==> config.mk <==
export PLATFORM = sky130hd
export DESIGN_NAME = clock_enable_gen
export DESIGN_NICKNAME = d
export VERILOG_FILES = /design/src/rtl/clkgen_pkg.sv /design/src/rtl/clkgen_phase_acc.sv /design/src/rtl/clock_enable_gen.sv
export SDC_FILE = /design/constraint.sdc
export NUM_CORES = 1
export LEC_CHECK = 0
export ABC_AREA = 1
export CAP_MARGIN = 40
export CORE_MARGIN = 2
export CORE_UTILIZATION = 59
export CTS_CLUSTER_DIAMETER = 40
export CTS_CLUSTER_SIZE = 16
export DETAILED_ROUTE_END_ITERATION = 6
export PLACE_DENSITY_LB_ADDON = 0.08
export SETUP_SLACK_MARGIN = 0.05
export SYNTH_ARGS = -nofsm -noshare
export SYNTH_HDL_FRONTEND = slang
export SYNTH_SLANG_ARGS = --single-unit
==> constraint.sdc <==
create_clock -name clk_cpu_fast -period 4.2 [get_ports clk_cpu_fast]
set_clock_uncertainty 0.15 [all_clocks]
set_input_delay 0.84 -clock clk_cpu_fast [delete_from_list [all_inputs] [get_ports clk_cpu_fast]]
set_output_delay 0.84 -clock clk_cpu_fast [all_outputs]
set_load 0.005 [all_outputs]
==> src/rtl/clkgen_pkg.sv <==
// ============================================================================
// clkgen_pkg
// Shared definitions for the clock-enable generator:
//   - default values for NUM_CH, ACC_W and RESET_DELAY
//   - reset sequencer state encoding (HOLD / WAIT / RUN)
// Optional build macro used by the design: CLKGEN_STATS_EN (per-channel
// 32-bit pulse counters on port ce_count).
// ============================================================================
package clkgen_pkg;

    localparam int DEF_NUM_CH      = 2;
    localparam int DEF_ACC_W       = 16;
    localparam int DEF_RESET_DELAY = 128;

    typedef enum logic [1:0] {
        HOLD = 2'd0,    // waiting for a synchronised PLL lock
        WAIT = 2'd1,    // lock seen, counting out the reset delay
        RUN  = 2'd2     // downstream reset released, enables running
    } seq_state_t;

endpackage : clkgen_pkg

==> src/rtl/clkgen_phase_acc.sv <==
// ============================================================================
// clkgen_phase_acc
// One clock-enable channel: phase accumulator with free-run / single-step
// control and, when CLKGEN_STATS_EN is defined, a 32-bit wrapping pulse count.
//
// Ports
//   clk         in   clock (all logic on rising edge)
//   rst         in   synchronous active-high reset
//   i_en        in   1 while the sequencer is in RUN; 0 clears acc and ce
//   i_run       in   free-run enable for this channel
//   i_step      in   single-step request (only honoured while i_run = 0)
//   i_inc       in   phase increment, ACC_W bits
//   i_hold      in   (CLKGEN_STATS_EN only) sequencer in HOLD, clears count
//   o_ce_count  out  (CLKGEN_STATS_EN only) pulses since leaving HOLD
//   o_ce        out  registered one-cycle clock-enable pulse
// ============================================================================
module clkgen_phase_acc
    import clkgen_pkg::*;
#(
    parameter int ACC_W = DEF_ACC_W
) (
    input  logic             clk,
    input  logic             rst,
    input  logic             i_en,
    input  logic             i_run,
    input  logic             i_step,
    input  logic [ACC_W-1:0] i_inc,
`ifdef CLKGEN_STATS_EN
    input  logic             i_hold,
    output logic [31:0]      o_ce_count,
`endif
    output logic             o_ce
);

    logic [ACC_W-1:0] r_acc;
    logic             r_ce;
    logic [ACC_W:0]   w_sum;

    // The carry out of the accumulator is the enable pulse; the mean pulse
    // rate is therefore f_clk * inc / 2^ACC_W.
    assign w_sum = {1'b0, r_acc} + {1'b0, i_inc};

    always_ff @(posedge clk) begin
        if (rst || !i_en) begin
            r_acc <= '0;
            r_ce  <= 1'b0;
        end else if (i_run) begin
            r_acc <= w_sum[ACC_W-1:0];
            r_ce  <= w_sum[ACC_W];
        end else begin
            // Stopped: phase is frozen so a later resume loses or adds no
            // pulse; each cycle of step yields exactly one pulse.
            r_ce  <= i_step;
        end
    end

    assign o_ce = r_ce;

`ifdef CLKGEN_STATS_EN
    logic [31:0] r_ce_count;

    always_ff @(posedge clk) begin
        if (rst || i_hold) begin
            r_ce_count <= '0;
        end else if (r_ce) begin
            r_ce_count <= r_ce_count + 32'd1;
        end
    end

    assign o_ce_count = r_ce_count;
`endif

endmodule : clkgen_phase_acc

==> src/rtl/clock_enable_gen.sv <==
// ============================================================================
// clock_enable_gen
// Reset sequencer plus NUM_CH independent phase-accumulator clock enables,
// all on clk_cpu_fast.  The asynchronous PLL lock is synchronised, then the
// downstream reset is held for RESET_DELAY cycles before release; enables
// only run while the sequencer is in RUN.
// Optional build macro: CLKGEN_STATS_EN adds port ce_count.
//
// Ports
//   clk_cpu_fast  in   sole clock
//   rst           in   synchronous active-high reset
//   pll_locked    in   asynchronous PLL lock
//   run           in   [NUM_CH] per-channel free-run enable
//   step          in   [NUM_CH] per-channel single-step request
//   inc           in   [NUM_CH*ACC_W] increments, channel k at [k*ACC_W +: ACC_W]
//   ce            out  [NUM_CH] registered clock-enable pulses
//   rst_seq       out  sequenced downstream reset, active-high, registered
//   ready         out  registered, always ~rst_seq
//   ce_count      out  [NUM_CH*32] (CLKGEN_STATS_EN only) pulse counts
// ============================================================================
module clock_enable_gen
    import clkgen_pkg::*;
#(
    parameter int NUM_CH      = DEF_NUM_CH,
    parameter int ACC_W       = DEF_ACC_W,
    parameter int RESET_DELAY = DEF_RESET_DELAY
) (
    input  logic                    clk_cpu_fast,
    input  logic                    rst,
    input  logic                    pll_locked,
    input  logic [NUM_CH-1:0]       run,
    input  logic [NUM_CH-1:0]       step,
    input  logic [NUM_CH*ACC_W-1:0] inc,
    output logic [NUM_CH-1:0]       ce,
    output logic                    rst_seq,
    output logic                    ready
`ifdef CLKGEN_STATS_EN
    ,
    output logic [NUM_CH*32-1:0]    ce_count
`endif
);

    localparam int CNT_W = $clog2(RESET_DELAY);

    logic             r_sync1;
    logic             r_sync2;
    logic             w_lock_s;
    seq_state_t       r_state;
    seq_state_t       w_state_next;
    logic [CNT_W-1:0] r_delay_cnt;
    logic             w_delay_done;
    logic             w_acc_en;
    logic             w_rst_seq_next;
    logic             r_rst_seq;
    logic             r_ready;

    // ---------------------------------------------------------------- sync
    always_ff @(posedge clk_cpu_fast) begin
        if (rst) begin
            r_sync1 <= 1'b0;
            r_sync2 <= 1'b0;
        end else begin
            r_sync1 <= pll_locked;
            r_sync2 <= r_sync1;
        end
    end

    assign w_lock_s     = r_sync2;
    assign w_delay_done = (r_delay_cnt == CNT_W'(RESET_DELAY - 1));

    // ------------------------------------------------------ state register
    always_ff @(posedge clk_cpu_fast) begin
        if (rst) begin
            r_state     <= HOLD;
            r_delay_cnt <= '0;
        end else begin
            r_state <= w_state_next;
            // The count may wrap on the WAIT->RUN cycle; RUN ignores it and
            // HOLD clears it before it is used again.
            case (r_state)
                HOLD:    r_delay_cnt <= '0;
                WAIT:    r_delay_cnt <= r_delay_cnt + CNT_W'(1);
                default: r_delay_cnt <= r_delay_cnt;
            endcase
        end
    end

    // ---------------------------------------------------------- next state
    always_comb begin
        w_state_next = r_state;
        if (!w_lock_s) begin
            w_state_next = HOLD;
        end else begin
            case (r_state)
                HOLD:    w_state_next = WAIT;
                WAIT:    if (w_delay_done) w_state_next = RUN;
                RUN:     w_state_next = RUN;
                default: w_state_next = HOLD;
            endcase
        end
    end

    // -------------------------------------------------------------- outputs
    always_comb begin
        w_acc_en       = 1'b0;
        w_rst_seq_next = 1'b1;
        if (r_state == RUN) begin
            w_acc_en       = 1'b1;
            w_rst_seq_next = 1'b0;
        end
    end

    always_ff @(posedge clk_cpu_fast) begin
        if (rst) begin
            r_rst_seq <= 1'b1;
            r_ready   <= 1'b0;
        end else begin
            r_rst_seq <= w_rst_seq_next;
            r_ready   <= ~w_rst_seq_next;
        end
    end

    assign rst_seq = r_rst_seq;
    assign ready   = r_ready;

`ifdef CLKGEN_STATS_EN
    logic w_hold;
    assign w_hold = (r_state == HOLD);
`endif

    // ------------------------------------------------------------ channels
    genvar gi;
    generate
        for (gi = 0; gi < NUM_CH; gi++) begin : g_ch
            clkgen_phase_acc #(
                .ACC_W (ACC_W)
            ) u_acc (
                .clk        (clk_cpu_fast),
                .rst        (rst),
                .i_en       (w_acc_en),
                .i_run      (run[gi]),
                .i_step     (step[gi]),
                .i_inc      (inc[gi*ACC_W +: ACC_W]),
`ifdef CLKGEN_STATS_EN
                .i_hold     (w_hold),
                .o_ce_count (ce_count[gi*32 +: 32]),
`endif
                .o_ce       (ce[gi])
            );
        end
    endgenerate

endmodule : clock_enable_gen

After elaboration in Yosys (flattened, before gate mapping)
Cells that the tools add are included.

Flip-flop bits (word level): 47. Bits of input ports: 39. Logic and storage cells: 30.

Add/subtract/negate cells: 3. Eq/ne operators: 4. Muxes and demuxes: 7. Bitwise logic cells: 1. Reductions and logical operators: 5.

Operators by type and width (count): $add 16x16->17 (2); $pmux 7 s2 (1); $add 7x1->7 const B (1); $eq 7x7->1 const B (1); $pmux 2 s3 (1); $mux 1 (4); $eq 2x1->1 const B (1); $eq 2x2->1 const B (1); $logic_not 2->1 (1); $mux 2 (1); $ne 2x2->1 const B (1); $reduce_bool 2->1 (1); $reduce_or 2->1 (1); $logic_not 1->1 (1); $logic_or 1x1->1 (1); $not 1->1 (1).

Depth between registers and ports, before layout
Word-level depth: 4. Mapped depth: 12. Mapped depth without buffers: 12.

Hierarchy
Synthesis repeated with hierarchy kept, for this count alone.

Cell total of the unflattened synthesis: 629. Area total of the unflattened synthesis: 3822.4 um2.

Modules (own cells, without submodules): clkgen_phase_acc (times used 2, cells an instance 274, area an instance 1611.5 um2, seq. area each 340.3 um2); clock_enable_gen (times used 1, cells an instance 81, area an instance 599.3 um2, seq. area each 260.2 um2).

Least setup slack after synthesis
Ideal clock, no wire load.

Path kind: in2reg. Start: input inc[16]. End: register g_ch[1].u_acc.r_acc[8]. Setup time: 109 ps. Arrival time: 2064 ps. Required time: 3941 ps. Setup slack: 1878 ps. Cell stages on the path: 11. Buffers on the path: 0. Path through: ha_1 fa_1 nand2_1 nand2_1 and2_4 nand2_2 nand2_2 xnor2_1 nand2_1 nand2_1 inv_1.

Longest elaborated chain between the ends: 1.

Ends and longest elaborated chain: from (decl) (line clock_enable_gen.sv:33) `input logic [NUM_CH*ACC_W-1:0] inc,`; $add 16x16->17 (line clkgen_phase_acc.sv:41) `assign w_sum = {1'b0, r_acc} + {1'b0, i_inc};`; to (signal assigned) (line clkgen_phase_acc.sv:48) `r_acc <= w_sum[ACC_W-1:0];`; to (decl) (line clkgen_phase_acc.sv:35) `logic [ACC_W-1:0] r_acc;`.

No other way between the ends. A chain may end at the register's enable or synchronous reset.

Worst setup path after layout
Start: input inc[16]. End: register g_ch[1].u_acc.r_acc[14].

Same word-level chain as after synthesis.

==> reports/metrics.cfg <==
[setup_path]
path_common_cell=nand2_1
regToRegSetupSlack_ps=2250
critPathMaxFanout=3
r2r-start=g_ch[1].u_acc.r_acc[0]
r2r-end=g_ch[1].u_acc.r_acc[14]
required_ps=4260
cp.buffers_inverters=2
critPathCaptureType=register
cp_top_family=simple AND/OR/NAND/NOR gates
crit_slowest_cell=fa_1
start_kind=input port
cpPeakStageDelay_ps=410
crit_chain=clkdlybuf4s50_1 -> ha_1 -> fa_1 -> nand2_1 -> nand2_1 -> nand3b_1 -> nand2_1 -> nand2_1 -> nand2_1 -> nand2_1 -> nand3_1 -> nand2_1 -> inv_1
ff2ff_path_depth=12
critPathKind=input port to register
crit_arrival_ps=2640

[yosys]
ys_types=35
yosysWarnings=0
syn-cell-area_um2=3790
yosysTopAreaCell=dfxtp_1
yosys-top-cells-area=dfxtp_1, nand2_1, ha_1
ys_seq_area_share_pct=24.83
syn_nets=693
yosys.area.top_type_share_pct=24.83
synth-seq-cells=47
synth_cells=616
syn_area_per_cell_um2=6.152

[placement]
port_buffers=42
globalplace.congestion=0.8651
hpwl_um=6341

[flow_run]
drv_cap=0

[global_routing]
grt_pass1_vias=3397
grt_max_degree=28
grt_pass1_wl_um=14140
top_usage_layer=met2
antenna_found_initial=0
grt_use_met2_pct=40.62
use_met3_pct=3.441
gr-usage-all-layers_pct=23.74
grt_use_met1_pct=31.50
globalRouteOverflowTotal=0

[clock_tree]
clock_latency_ps=310
cts_root_buf=clkbuf_8
ctsResizeCount=0
hold_buffers=0
cts_tree=built
clkTransAtPathRegs_ps=90
cts.sinks=47
clockBufferDepth=2
cts_setup_buffers=0
numCtsBuffers=5
htree_num_levels=2

[timing]
finalSetupViolations=0
post-route-period-util_pct=61.43
tns_ps=0
max_freq_mhz=387.6
hold_viol=0
slew_headroom_pct=58.68
slew_violations=0
tightest_slew_ps=617.9
fin_crit_ps=2580
rsz0062_at_grt=no

[min_path]
hold_depth=2
holdCritStartpoint=r_sync1
hold_end=r_sync2
holdCritPathClass=register to register

[floorplan]
dieWidth_um=84.15
die-height_um=84.15
rows=29
die_area_um2=7080
core_area_um2=6277
num_io_pins=43
initial_utilization_pct=60.37

[final_layout]
drive_above_1_share_pct=7.002
area.growth.synth_to_final_pct=15.12
final_util_pct=69.50
diodes=0
finalNetCount=733

[power]
ir_worst_vdd_mv=0.1762
p_leak_nw=2.474
powerDensity_nw_per_um2=215.7

[routing]
dr_total_vias=3648
viasPerCell=4.970
route.detailed.drc=0
firstDrtPassIters=4
drt-initial-drc-count=172
wl_per_cell_um=11.14
ant_nets=0
drt_wl_total_um=8179

[status]
status=finished clean

==> metal layers <==
| metal | wire length, um | part of all wire [%] | vias to the layer above |
|---|---|---|---|
| li1 | - | - | 1972 |
| met1 | 3936 | 48 | 1589 |
| met2 | 3777 | 46 | 79 |
| met3 | 372 | 4.5 | 8 |
| met4 | 93 | 1.1 | 0 |
| met5 | 0 | 0 | - |
==> worst max path at each step <==
stage | from | end | slack, ps | cells past startpoint
floorplan | inc[16] | g_ch[1].u_acc.r_acc[8] | 1880 | 11
global placement | inc[16] | g_ch[1].u_acc.r_acc[14] | 1350 | 13
detailed placement | inc[16] | g_ch[1].u_acc.r_acc[14] | 1320 | 13
CTS | inc[16] | g_ch[1].u_acc.r_acc[14] | 1640 | 13
global route | inc[16] | g_ch[1].u_acc.r_acc[8] | 1450 | 12
finish | inc[16] | g_ch[1].u_acc.r_acc[14] | 1620 | 13
==> placed cells by master, fill, tap and decap left out <==
master           netlist  final
o211ai_1               4      4
inv_2                 10     10
nor2_2                 2      2
or2_1                  2      2
nand2_2               11     11
dfxtp_1               47     47
and2_4                 2      2
inv_6                  0      1
buf_4                  4      3
clkinv_4               0      1
bufinv_16              0      1
nand2_1              185    185
a211oi_1               1      1
o21ai_0               12     12
inv_1                110    110
clkdlybuf4s50_1        0     42
o31ai_1                2      2
nand3_1               43     43
a22oi_1                1      1
a21oi_2                1      1
xnor2_1                3      3
a311oi_1               1      1
or2_4                  1      1
nor3_2                 4      4
nor4_1                 1      1
nand3b_1               3      3
clkbuf_8               1      5
ha_1                  36     36
o311a_1                1      1
nand4_1                3      3
nor2_1                74     74
xor2_1                 7      7
nand3_2                4      4
fa_1                   2      2
nor3_1                 5      5
a21oi_1               26     26
==> kinds of logic after synthesis <==
group	after synthesis	share of synthesized area, %
AO/OA/AOI/OAI	49	7.329
XOR/XNOR	10	2.311
flip-flops	47	24.83
buffers and inverters	132	14.06
adder cells (fa/ha/maj)	38	12.94
AND/OR/NAND/NOR	340	38.53
==> worst register-to-register path, stage by stage, from the launching register on <==
cell	delay, ps
dfxtp_1	330
ha_1	230
fa_1	410
nand2_1	80
nand2_1	80
nand3b_1	110
nand2_1	110
nand2_1	100
nand2_1	50
nand2_1	50
nand3_1	60
nand2_1	70
inv_1	40
==> final cells by class <==
cell class / instances / area (um^2)
inverters: 120 / 450.4
flip-flops and latches: 47 / 940.9
repair buffers: 45 / 442.9
multi-input cells: 437 / 2316
fillers: 573 / 1914
clock inverters: 3 / 47.55
clock buffers: 5 / 68.82
well taps: 77 / 96.34
==> sequential cells by signal, summed over array words and instances (netlist names) <==
name and cells:
r_sync2 1, g_ch.u_acc.r_acc 32, rst_seq 1, g_ch.u_acc.o_ce 2, r_state 2, r_delay_cnt 7, r_sync1 1, ready 1
==> per-stage QoR <==
| step | instance area, um^2 | hold WS [ps] | worst slack [ps] | power [mW] | instances |
|---|---|---|---|---|---|
| 2_1_floorplan | 3790 | 238.3 | 1878 | 0.5397 | 616 |
| 3_3_place_gp | 4247 | 240.9 | 1354 | 0.5923 | 726 |
| 3_5_place_dp | 4247 | 252.6 | 1315 | 0.5947 | 726 |
| 4_1_cts | 4363 | 267.4 | 1639 | 0.9511 | 734 |
| 5_1_grt | 4363 | 276.9 | 1448 | 0.9811 | 734 |
| 6_report | 4363 | 261.3 | 1620 | 0.9413 | 734 |
==> synth_stat cells <==
cell	instances
o211ai_1	4
nand2_2	11
clkbuf_1	2
o21ai_0	12
or2_1	2
buf_4	4
dfxtp_1	47
buf_6	1
nor3_2	4
a211oi_1	1
o311a_1	1
clkbuf_8	1
xor2_1	7
nand3b_1	3
fa_1	2
nor2_1	74
ha_1	36
nor4_1	1
inv_2	10
nor2_2	2
o31ai_1	2
nand3_1	43
buf_2	4
nand2_1	185
xnor2_1	3
or2_4	1
nand3_2	4
a22oi_1	1
a21oi_2	1
a21oi_1	26
a311oi_1	1
nand4_1	3
nor3_1	5
and2_4	2
inv_1	110
==> report_power, final <==
group          switching [mW]  total [mW]  internal, mW
logic                  0.0727       0.137        0.0648
clock network           0.175       0.356         0.181
registers            0.000741       0.448         0.447
total                   0.249       0.941         0.693
(Power assumes the default switching activity.)
